File: src/rtl/morra_cinese.sv
// Purpose: referee for a two-player rock-paper-scissors match. It loads the match length,
//          validates and scores each round, and declares the match result.
// Latency: 1 cycle. MANCHE and PARTITA are registered and reflect the inputs sampled at the previous edge.
// Backpressure: none. One round is accepted per clock with no handshake.
// Ports: clk, rst_n (async, active low); PRIMO/SECONDO moves (length setting on a start cycle);
//        INIZIA start/restart; MANCHE round result; PARTITA match result (one-cycle pulse).
module morra_cinese (
    input  logic       clk,
    input  logic       rst_n,
    input  logic [1:0] PRIMO,
    input  logic [1:0] SECONDO,
    input  logic       INIZIA,
    output logic [1:0] MANCHE,
    output logic [1:0] PARTITA
);

    typedef enum logic {
        IDLE = 1'b0,
        PLAY = 1'b1
    } state_t;

    localparam logic [1:0] ROCK     = 2'b01;
    localparam logic [1:0] PAPER    = 2'b10;
    localparam logic [1:0] SCISSORS = 2'b11;

    state_t     state;
    logic [4:0] maxm;
    logic [4:0] nman;
    logic [4:0] w1;
    logic [4:0] w2;
    logic       lw_vld;     // a winner restriction is active
    logic       lw_p2;      // 0: player 1 won last, 1: player 2 won last
    logic [1:0] lw_move;    // move the last winner won with

    // Round evaluation
    logic       moves_ok;
    logic       repeat_blk;
    logic       round_ok;
    logic       p1_beats;
    logic       p2_beats;
    logic [4:0] nman_nx;
    logic [4:0] w1_nx;
    logic [4:0] w2_nx;
    logic [1:0] end_res;

    always_comb begin
        moves_ok = (PRIMO != 2'b00) && (SECONDO != 2'b00);

        // The last winner may not reuse the move it won with.
        repeat_blk = 1'b0;
        if (lw_vld) begin
            repeat_blk = lw_p2 ? (SECONDO == lw_move) : (PRIMO == lw_move);
        end

        round_ok = moves_ok && !repeat_blk;

        p1_beats = ((PRIMO == ROCK)     && (SECONDO == SCISSORS)) ||
                   ((PRIMO == SCISSORS) && (SECONDO == PAPER))    ||
                   ((PRIMO == PAPER)    && (SECONDO == ROCK));
        p2_beats = ((SECONDO == ROCK)     && (PRIMO == SCISSORS)) ||
                   ((SECONDO == SCISSORS) && (PRIMO == PAPER))    ||
                   ((SECONDO == PAPER)    && (PRIMO == ROCK));

        nman_nx = nman + 5'd1;
        w1_nx   = p1_beats ? w1 + 5'd1 : w1;
        w2_nx   = p2_beats ? w2 + 5'd1 : w2;

        // Match end is judged on the counts including this round.
        // Counts never exceed 19, so +2 stays within 5 bits.
        end_res = 2'b00;
        if ((nman_nx >= 5'd4) && (w1_nx >= w2_nx + 5'd2)) begin
            end_res = 2'b01;
        end else if ((nman_nx >= 5'd4) && (w2_nx >= w1_nx + 5'd2)) begin
            end_res = 2'b10;
        end else if (nman_nx == maxm) begin
            if (w1_nx > w2_nx) begin
                end_res = 2'b01;
            end else if (w2_nx > w1_nx) begin
                end_res = 2'b10;
            end else begin
                end_res = 2'b11;
            end
        end
    end

    always_ff @(posedge clk or negedge rst_n) begin
        if (!rst_n) begin
            state   <= IDLE;
            maxm    <= 5'd0;
            nman    <= 5'd0;
            w1      <= 5'd0;
            w2      <= 5'd0;
            lw_vld  <= 1'b0;
            lw_p2   <= 1'b0;
            lw_move <= 2'b00;
            MANCHE  <= 2'b00;
            PARTITA <= 2'b00;
        end else begin
            MANCHE  <= 2'b00;
            PARTITA <= 2'b00;
            if (INIZIA) begin
                // Start/restart wins over everything and silently drops any running match.
                maxm    <= 5'd4 + {1'b0, PRIMO, SECONDO};
                nman    <= 5'd0;
                w1      <= 5'd0;
                w2      <= 5'd0;
                lw_vld  <= 1'b0;
                lw_p2   <= 1'b0;
                lw_move <= 2'b00;
                state   <= PLAY;
            end else begin
                case (state)
                    PLAY: begin
                        if (round_ok) begin
                            nman <= nman_nx;
                            w1   <= w1_nx;
                            w2   <= w2_nx;
                            if (p1_beats) begin
                                MANCHE  <= 2'b01;
                                lw_vld  <= 1'b1;
                                lw_p2   <= 1'b0;
                                lw_move <= PRIMO;
                            end else if (p2_beats) begin
                                MANCHE  <= 2'b10;
                                lw_vld  <= 1'b1;
                                lw_p2   <= 1'b1;
                                lw_move <= SECONDO;
                            end else begin
                                // A tie lifts the repeat restriction.
                                MANCHE  <= 2'b11;
                                lw_vld  <= 1'b0;
                            end
                            PARTITA <= end_res;
                            if (end_res != 2'b00) begin
                                state <= IDLE;
                            end
                        end
                    end
                    default: begin
                        state <= IDLE;
                    end
                endcase
            end
        end
    end

endmodule

File: config.mk
export PLATFORM = sky130hd
export DESIGN_NAME = morra_cinese
export DESIGN_NICKNAME = d
export VERILOG_FILES = /design/src/rtl/morra_cinese.sv
export SDC_FILE = /design/constraint.sdc
export NUM_CORES = 1
export LEC_CHECK = 0
export CORE_MARGIN = 2
export CORE_UTILIZATION = 35
export DETAILED_ROUTE_END_ITERATION = 8
export HOLD_SLACK_MARGIN = 0.02
export PLACE_DENSITY_LB_ADDON = 0.12
export SLEW_MARGIN = 0
export SYNTH_ARGS = -nofsm -noshare
export SYNTH_HDL_FRONTEND = slang
export SYNTH_SLANG_ARGS = --single-unit
File: constraint.sdc
create_clock -name clk -period 3.4 [get_ports clk]
set_input_delay 0.68 -clock clk [delete_from_list [all_inputs] [get_ports clk]]
set_output_delay 0.68 -clock clk [all_outputs]
set_load 0.02 [all_outputs]
After elaboration in Yosys (flattened, before gate mapping) --
Index checks and enable logic that the tools add are counted.
Operators by class: $add $sub $neg 6, $lt $le $gt $ge 5, equality and inequality tests 9, muxes and demuxes 45, reduce and logical (&&, ||, !) cells 23
Operators by type and width (number):
- $mux W5 | 11
- $mux W2 | 16
- $mux W1 | 18
- $add A5 B1 Y5 const B | 3
- $add A5 B2 Y5 const B | 2
- $ge A5 B5 Y1 | 2
- $gt A5 B5 Y1 | 2
- $logic_and A1 B1 Y1 | 10
- $reduce_bool A2 Y1 | 5
- $eq A2 B2 Y1 const B | 4
- $add A3 B4 Y5 const A | 1
- $eq A5 B5 Y1 | 1
- $ge A5 B3 Y1 const B | 1
- $eq A2 B1 Y1 const B | 2
- $eq A2 B2 Y1 | 2
- $logic_or A1 B1 Y1 | 4
- $reduce_and A3 Y1 | 1
- $reduce_bool A3 Y1 | 1
- $reduce_and A2 Y1 | 1
- $logic_not A1 Y1 | 1
Word-level totals: flip-flop bits (word level) 29, input bits 7, output and inout port bits 4, logic and storage cells 98

Logic depth before layout (Yosys ltp) --
Gate-level depths: netlist of run 1.
word-level depth 16, mapped depth 14, depth with buffers taken out 14

Worst setup path before layout of run 1 --
No wires, ideal clock.
path type input-to-reg, start point input PRIMO[0], end point register PARTITA[1], library setup time 122 ps, arrival 2900 ps, required time 3278 ps, setup slack 377 ps, stages 14, buffers on the path 0, cells stage by stage inv_1 -> ha_1 -> mux2i_1 -> mux2_4 -> mux2i_1 -> inv_1 -> ha_1 -> inv_1 -> ha_1 -> nand2_1 -> o21ai_0 -> nand3_1 -> a21o_1 -> nor3b_1
Between the ends: word-level cells in the longest chain between the ends 13, elaborated cells between the ends (all ways) 36, those cells by class add/sub (2); order compare (3); eq/ne (4); mux (11); reduce/logical (16)
Ends and longest elaborated chain:
- from (decl) | RTL line 10 | input logic [1:0] PRIMO,
- $eq A2 B1 Y1, or another cell as far along | RTL line 57, 62
- $logic_and A1 B1 Y1 (on tied branches)
- $logic_or A1 B1 Y1 (on tied branches) | RTL line 57, 60
- $logic_or A1 B1 Y1 (on tied branches) | RTL line 58, 61
- $mux W5 (on tied branches) | RTL line 65, 66
- $add A5 B2 Y5 or $gt A5 B5 Y1 (tied branches) | RTL line 73, 76
- $ge A5 B5 Y1 or $mux W2 (tied branches) | RTL line 73, 76
- $logic_and A1 B1 Y1 or $mux W2 (tied branches) | RTL line 73, 75
- $mux W2 | RTL line 73 | end else if ((nman_nx >= 5'd4) && (w2_nx >= w1_nx + 5'd2)) begin
- $mux W2 | RTL line 71 | if ((nman_nx >= 5'd4) && (w1_nx >= w2_nx + 5'd2)) begin
- $mux W2 * | RTL line 114 | if (round_ok) begin
- $mux W2 * | RTL line 112 | case (state)
- $mux W2 * | RTL line 101 | if (INIZIA) begin
- to (signal assigned) | RTL line 133 | PARTITA <= end_res;
- to (decl) | RTL line 14 | output logic [1:0] PARTITA
Mark *: on every way between the ends. The rest lies on a longest branch, timed or not. A chain may end at the register's enable or synchronous reset.

Worst setup path after layout of run 1 --
start point input PRIMO[1], end point register PARTITA[1]
The elaborated chain is that of the path after synthesis.

==> impl_metrics.csv, run 1 <==
group,metric,value,unit
detailed_routing,drtIter0Drc,64,
synthesis,synth_compound_area_share,17.8,%
hold_path,hold_path_depth,1,
finish,drive_gt1_share,27.2,%
worst_setup_path,cp_num_buf_inv,5,
sta,layout_min_cycle_time,3.26,ns
synthesis,synth_warnings,0,
sta,finalSetupViolCount,0,
clocking,cts.reportedPaths.clkPinSlew,0.06,ns
synthesis,synth_xor_area_share,9.26,%
hold_path,hp-start,"maxm[2]$_DFFE_PN0P_",
floorplanning,die_h,83.8,µm
synthesis,synth_cell_type_count,50,
clocking,cts.sinks,29,
power_and_ir_drop,worst_ir_drop_vdd,0.243,mV
synthesis,syn_inst,237,
clocking,numCtsBuffers,5,
synthesis,synth.area.mux_share,8.70,%
synthesis,synth_area_per_cell,9.40,µm²
power_and_ir_drop,p_clk_share,27.3,%
synthesis,syn_area,2230,µm²
worst_setup_path,start_kind,"input pin",
clocking,cts_root_buf,"clkbuf_8",
worst_setup_path,critPathMaxFanout,5,
power_and_ir_drop,leakagePower,1.29,nW
sta,worst_slack,0.138,ns
finish,fin_nets,319,
finish,areaGrowthSynthToFinish,28.8,%
worst_setup_path,reg2regPathDepth,12,
worst_setup_path,worstSetupPathType,"in2reg",
power_and_ir_drop,power_density,366,nW/µm²
detailed_routing,wl_per_cell,14.3,µm
clocking,tritoncts,"done",
synthesis,async_flop_share,100,%
power_and_ir_drop,power_frac_comb,34.5,%
finish,diodes,0,
worst_setup_path,r2r_start,"w1[0]$_DFFE_PN0P_",
detailed_routing,postRouteAntennaNets,0,
synthesis,synth_seq_cells,29,
worst_setup_path,worstReg2RegEnd,"PARTITA[1]$_DFF_PN0_",
synthesis,yosys.area_share.simple,14.4,%
clocking,htreeDepth,2,
sta,finalHoldViolations,0,
floorplanning,core,6240,µm²
sta,tightest_slew,0.769,ns
synthesis,synth_top_family_by_area,"compound AO/OA/AOI/OAI gates",
hold_path,min_to,"maxm[2]$_DFFE_PN0P_",
hold_path,worstHoldPathType,"reg2reg",
clocking,cts_hold_buffers,0,
global_route,grt_max_degree,30,
worst_setup_path,cp-end-kind,"register",
detailed_routing,firstDrtPassIters,4,
finish,fin_cells,367,
sta,fmax,0.307,GHz
worst_setup_path,worstPathCellList,"dlygate4sd2_1 -> inv_1 -> ha_2 -> mux2i_4 -> buf_4 -> mux2i_2 -> nand4_1 -> xor2_1 -> buf_4 -> xnor2_2 -> ha_1 -> a21oi_1 -> inv_1 -> a31oi_4 -> a2bb2oi_1 -> nor3b_2",
sta,slew_headroom,48.1,%
finish,filler_cell_count,623,
synthesis,ys.flop_type,"dfrtp_1",
worst_setup_path,crit_arrival,3.42,ns
sta,rsz0062_at_grt,"yes",
worst_setup_path,cp.required,3.56,ns
sta,post-route-period-util,96.0,%
floorplanning,core.rowCount,29,
power_and_ir_drop,seqPwrFrac,38.2,%
clocking,clk_latency,0.27,ns
detailed_routing,via_per_inst,5.06,
finish,fin_util,46.0,%
placed_design,dpl.hpwl,4010,µm
floorplanning,die_w,83.8,µm
global_route,first_global_vias,1849,
placed_design,io_buffers,10,
floorplanning,io_pins,11,
synthesis,synthAdderAreaFrac,12.4,%
detailed_routing,routed-via-count,1856,
power_and_ir_drop,p_int,0.710,mW
worst_setup_path,cp_slowest_cell,"ha_1",
placed_design,dpl_worst_slack,-0.367,ns
floorplanning,start_util,35.7,%
global_route,grt_use_total,15.8,%
power_and_ir_drop,power_switching_share,32.4,%
sta,drv_slew,0,
flow_run,drv_cap,0,
global_route,antenna_found_initial,0,
worst_setup_path,slowest_delay,0.35,ns
synthesis,synth_edf_count,0,
worst_setup_path,critPathTopFamily,"buffers and inverters",
clocking,cts.path.max_buffers,2,
global_route,grt_first_pass_wirelength,9030,µm
global_route,grt_remaining_overflow,0,
sta,clock_skew,0.00497,ns
synthesis,syn_nets,266,
detailed_routing,totalWireLength,5230,µm
status,status,"completed",
synthesis,ys_seq_area_share,32.6,%
floorplanning,die_area,7020,µm²
power_and_ir_drop,p_switching,0.341,mW
detailed_routing,drcViolationCount,0,
worst_setup_path,r2r_setup_slack,0.44,ns
placed_design,place_inst,360,
placed_design,gp_congestion,0.777,
state kept, by name (all words and copies together) (netlist names):
register and count:
state 1, w1 5, maxm 5, lw_vld 1
nman 5, lw_p2 1, lw_move 2, w2 5
MANCHE 2, PARTITA 2
cell usage in the layout (no fill, tap or decap), types with 6 or more instances in the layout:
master           count
a211oi_1            10
a21oi_1             23
buf_4               44
clkbuf_8             6
clkdlybuf4s50_1      7
dfrtp_1             29
ha_1                19
inv_1               16
mux2_2               6
mux2i_1              7
nand2_1             13
nand3_1              6
nor2_1              13
o21ai_0              9
or3_2                6
xnor2_1             13
xor2_1               6
Yosys cell counts, types with 2 or more instances:
cell type	number	area share, %
nand3_1	6	1.3
mux2i_2	3	1.9
a21oi_1	23	5.2
mux2i_1	7	3.1
o211ai_1	2	0.67
dfrtp_1	29	33
or3_1	2	0.56
o21ai_0	12	2.7
buf_2	2	0.45
nor2_1	13	2.2
ha_1	22	12
clkbuf_1	3	0.51
nor2b_1	3	0.84
and4_1	2	0.79
o221ai_1	2	0.79
a31oi_1	2	0.56
a21o_1	2	0.67
mux2_2	6	3.0
a211oi_1	10	3.4
nand2b_1	2	0.56
xnor2_1	15	5.9
nand2_1	13	2.2
or4_1	2	0.67
nor3_1	2	0.45
inv_1	16	2.7
or3_2	6	2.0
nand4_1	2	0.56
xor2_1	6	2.4
worst max path at each step:
stage	cells after the start	startpoint	end	slack [ns]
finish	16	PRIMO[1]	PARTITA[1]$_DFF_PN0_	0.14
global route	16	PRIMO[1]	PARTITA[1]$_DFF_PN0_	-0.05
CTS	14	SECONDO[0]	state$_DFF_PN0_	0.05
detailed placement	14	PRIMO[0]	state$_DFF_PN0_	-0.37
global placement	14	PRIMO[0]	PARTITA[0]$_DFF_PN0_	-0.38
floorplan	14	PRIMO[0]	PARTITA[1]$_DFF_PN0_	0.38
power by group through the flow:
stage               Combinational [mW]  Sequential [mW]  Clock (mW)
global placement                 0.340            0.407           0
detailed placement               0.342            0.407           0
CTS                              0.351            0.401       0.300
finish                           0.363            0.402       0.287
floorplan                        0.212            0.404           0
global route                     0.404            0.406       0.317
area by class of cell:
class | instances | area, µm² | area share, %
well taps | 77 | 96.3 | 3.36
flip-flops and latches | 29 | 726 | 25.3
inverters | 17 | 63.8 | 2.22
repair buffers | 54 | 430 | 15.0
clock buffers | 7 | 86.3 | 3.01
multi-input cells | 183 | 1470 | 51.1
metal layers:
metal	up-vias	track usage (%)	part of all wire [%]
met5	-	0	0
met4	0	3.08	0.59
met3	4	2.97	1.9
met2	13	25.2	47
met1	879	22.6	50
li1	960	-	-
repair_timing:
action,CTS,global route
gates resized for setup,10,8
pin swaps,2,6
setup endpoints to repair,3,3
setup buffers,0,0
kinds of logic (layout without fill, tap and decap cells):
family / after synthesis / in the layout
compound gates: 62 / 62
simple gates: 60 / 60
flops: 29 / 29
buf+inv: 25 / 78
fa+ha+maj: 22 / 22
xor+xnor: 22 / 22
mux: 17 / 17
metrics by stage:
stage	area, µm²	power [mW]	setup TNS, ns	hold WS [ns]
2_1_floorplan	2230	0.616	0	0.384
3_3_place_gp	2710	0.747	-1.07	0.503
5_1_grt	2870	1.13	-0.121	0.560
6_report	2870	1.05	0	0.526
4_1_cts	2840	1.05	0	0.531
3_5_place_dp	2710	0.749	-1.04	0.516
worst reg2reg max path: stages, from the launching register on:
cell	delay [ns]
dfrtp_1	0.42
ha_1	0.25
inv_1	0.07
or4_1	0.46
o211ai_1	0.23
o211ai_2	0.19
xnor2_2	0.16
ha_1	0.35
a21oi_1	0.15
inv_1	0.09
a31oi_4	0.19
a2bb2oi_1	0.23
nor3b_2	0.07
Note: power is estimated with default switching activity, not from simulation.
==> run 2: changes to the inputs <==
DONT_BUFFER_PORTS = 1   (was unset)
SLEW_MARGIN = 20   (was 0)
==> run 2 against run 1 <==
Clock-buffer cell count is the same; cell area shrank 13%; core utilization down 6.2 points; critical endpoint is now state$_DFF_PN0_; die area unchanged; worst hold slack worse by 0.44 ns; non-clock buffer count shrank 40; largest cell class unchanged; fmax increased by 5.1%; sequential power about the same; highest routed layer unchanged.
==> impl_metrics.csv, run 2 (synthesis gave the netlist of run 1 again) <==
group,metric,value,unit
sta,slew_headroom,45.3,%
power_and_ir_drop,total_power,0.997,mW
finish,diodes,0,
power_and_ir_drop,leakagePower,1.10,nW
detailed_routing,drcViolationCount,0,
sta,rsz0062_at_grt,"no",
worst_setup_path,cp-end-kind,"register",
placed_design,place_inst,320,
detailed_routing,totalWireLength,5030,µm
clocking,cts.reportedPaths.clkPinSlew,0.07,ns
flow_run,drv_cap,0,
placed_design,gp_congestion,0.769,
detailed_routing,drtIter0Drc,64,
clocking,tritoncts,"done",
sta,setup_tns,0,ns
power_and_ir_drop,power_density,401,nW/µm²
sta,drv_slew,0,
worst_setup_path,worstSetupPathType,"in2reg",
power_and_ir_drop,worst_ir_drop_vdd,0.196,mV
detailed_routing,postRouteAntennaNets,0,
clocking,htreeDepth,2,
worst_setup_path,worstReg2RegEnd,"PARTITA[0]$_DFF_PN0_",
detailed_routing,firstDrtPassIters,4,
clocking,cts.path.max_buffers,2,
global_route,grt_max_degree,30,
floorplanning,core,6240,µm²
finish,layout_common_cells,"29 x dfrtp_1, 23 x a21oi_1, 22 x ha_1",
clocking,postCtsSetupBuffers,0,
sta,finalHoldViolations,0,
worst_setup_path,r2r_start,"w1[0]$_DFFE_PN0P_",
global_route,antenna_found_initial,0,
detailed_routing,routed-via-count,1706,
worst_setup_path,crit_arrival,3.25,ns
global_route,grt_first_pass_wirelength,8360,µm
hold_path,worstHoldPathType,"in2async",
worst_setup_path,start_kind,"input pin",
sta,finalSetupViolCount,0,
status,status,"completed",
finish,fin_util,39.8,%
worst_setup_path,critPathMaxFanout,5,
clocking,clk_latency,0.28,ns
floorplanning,die_area,7020,µm²
clocking,cts_root_buf,"clkbuf_8",
detailed_routing,via_per_inst,5.20,
worst_setup_path,r2r_setup_slack,0.47,ns
clocking,cts.sinks,29,
global_route,grt_remaining_overflow,0,
finish,layout_commonest_cell,"dfrtp_1",
detailed_routing,wl_per_cell,15.3,µm
floorplanning,core.rowCount,29,
finish,stdcell_area,2490,µm²
worst_setup_path,reg2regPathDepth,12,
floorplanning,start_util,35.7,%
placed_design,dpl.hpwl,3790,µm
finish,areaGrowthSynthToFinish,11.6,%
finish,fin_cells,328,
sta,fmax,0.322,GHz
sta,tightest_slew,0.810,ns
sta,post-route-period-util,91.3,%
global_route,first_global_vias,1646,
worst_setup_path,cp.required,3.54,ns
finish,drive_gt1_share,17.1,%
global_route,grt_use_total,15.1,%
floorplanning,die_w,83.8,µm
finish,fin_nets,279,
clocking,numCtsBuffers,5,
placed_design,dpl_cell_area,2380,µm²
floorplanning,die_h,83.8,µm
sta,layout_min_cycle_time,3.10,ns
floorplanning,io_pins,11,
placed_design,io_buffers,0,
sta,clock_skew,0.00782,ns
## run 2: cell type report
| class | count | area, µm² |
|---|---|---|
| clock buffer | 7 | 96.3 |
| clock inverter | 1 | 5.00 |
| fill | 638 | 3750 |
| inverter | 17 | 63.8 |
| multi-input combinational | 183 | 1390 |
| sequential | 29 | 726 |
| tap | 77 | 96.3 |
| timing repair buffer | 14 | 105 |
## run 2: how the worst max path moves through the flow
stage | from | end | slack, ns | depth (start not counted)
2_1_floorplan | PRIMO[0] | PARTITA[1]$_DFF_PN0_ | 0.38 | 14
3_3_place_gp | PRIMO[0] | state$_DFF_PN0_ | -0.04 | 15
3_5_place_dp | PRIMO[0] | state$_DFF_PN0_ | -0.04 | 15
4_1_cts | PRIMO[0] | state$_DFF_PN0_ | 0.26 | 15
5_1_grt | PRIMO[0] | PARTITA[1]$_DFF_PN0_ | 0.006 | 15
6_report | PRIMO[0] | state$_DFF_PN0_ | 0.30 | 15
## run 2: through the flow
stage	worst slack, ns	hold WS, ns
2_1_floorplan	0.377	0.384
3_3_place_gp	-0.0367	0.385
3_5_place_dp	-0.0421	0.385
4_1_cts	0.262	0.0724
5_1_grt	0.00578	0.0661
6_report	0.297	0.0860
## run 2: repair_timing
item                       in CTS  in global routing
hold buffers                    0                  0
setup endpoints to repair       0                  3
gates resized for setup         0                  1
## run 2: power by group
| part | switching, mW | internal, mW | total (mW) |
|---|---|---|---|
| combinational | 0.142 | 0.130 | 0.273 |
| clock | 0.137 | 0.183 | 0.320 |
| sequential | 0.0324 | 0.372 | 0.405 |
| total | 0.312 | 0.686 | 0.997 |
## run 2: per-layer routing
metal  share of wire, %  wire, µm  vias to the layer above  track usage [%]
li1                   -         -                      878                -
met1                 52      2610                      803             21.7
met2                 45      2250                       21             23.1
met3                2.5       126                        4             3.46
met4               0.81        41                        0             3.52
met5                  0         0                        -                0
## run 2: worst max-delay path: stages
cell      delay [ns]
inv_1           0.07
ha_1            0.22
buf_4           0.14
mux2i_1         0.25
mux2_4          0.26
mux2i_1         0.23
inv_1           0.11
ha_1            0.29
inv_1           0.04
ha_1            0.28
nand2_1         0.04
o21ai_0         0.17
nand3_1         0.13
a31oi_1         0.19
o221ai_1        0.14
==> run 3: changes to the inputs <==
HOLD_SLACK_MARGIN = 0.03   (was 0.02)
==> results of run 3 <==
No change in the layout: final DEF, timing and power equal those of run 2.
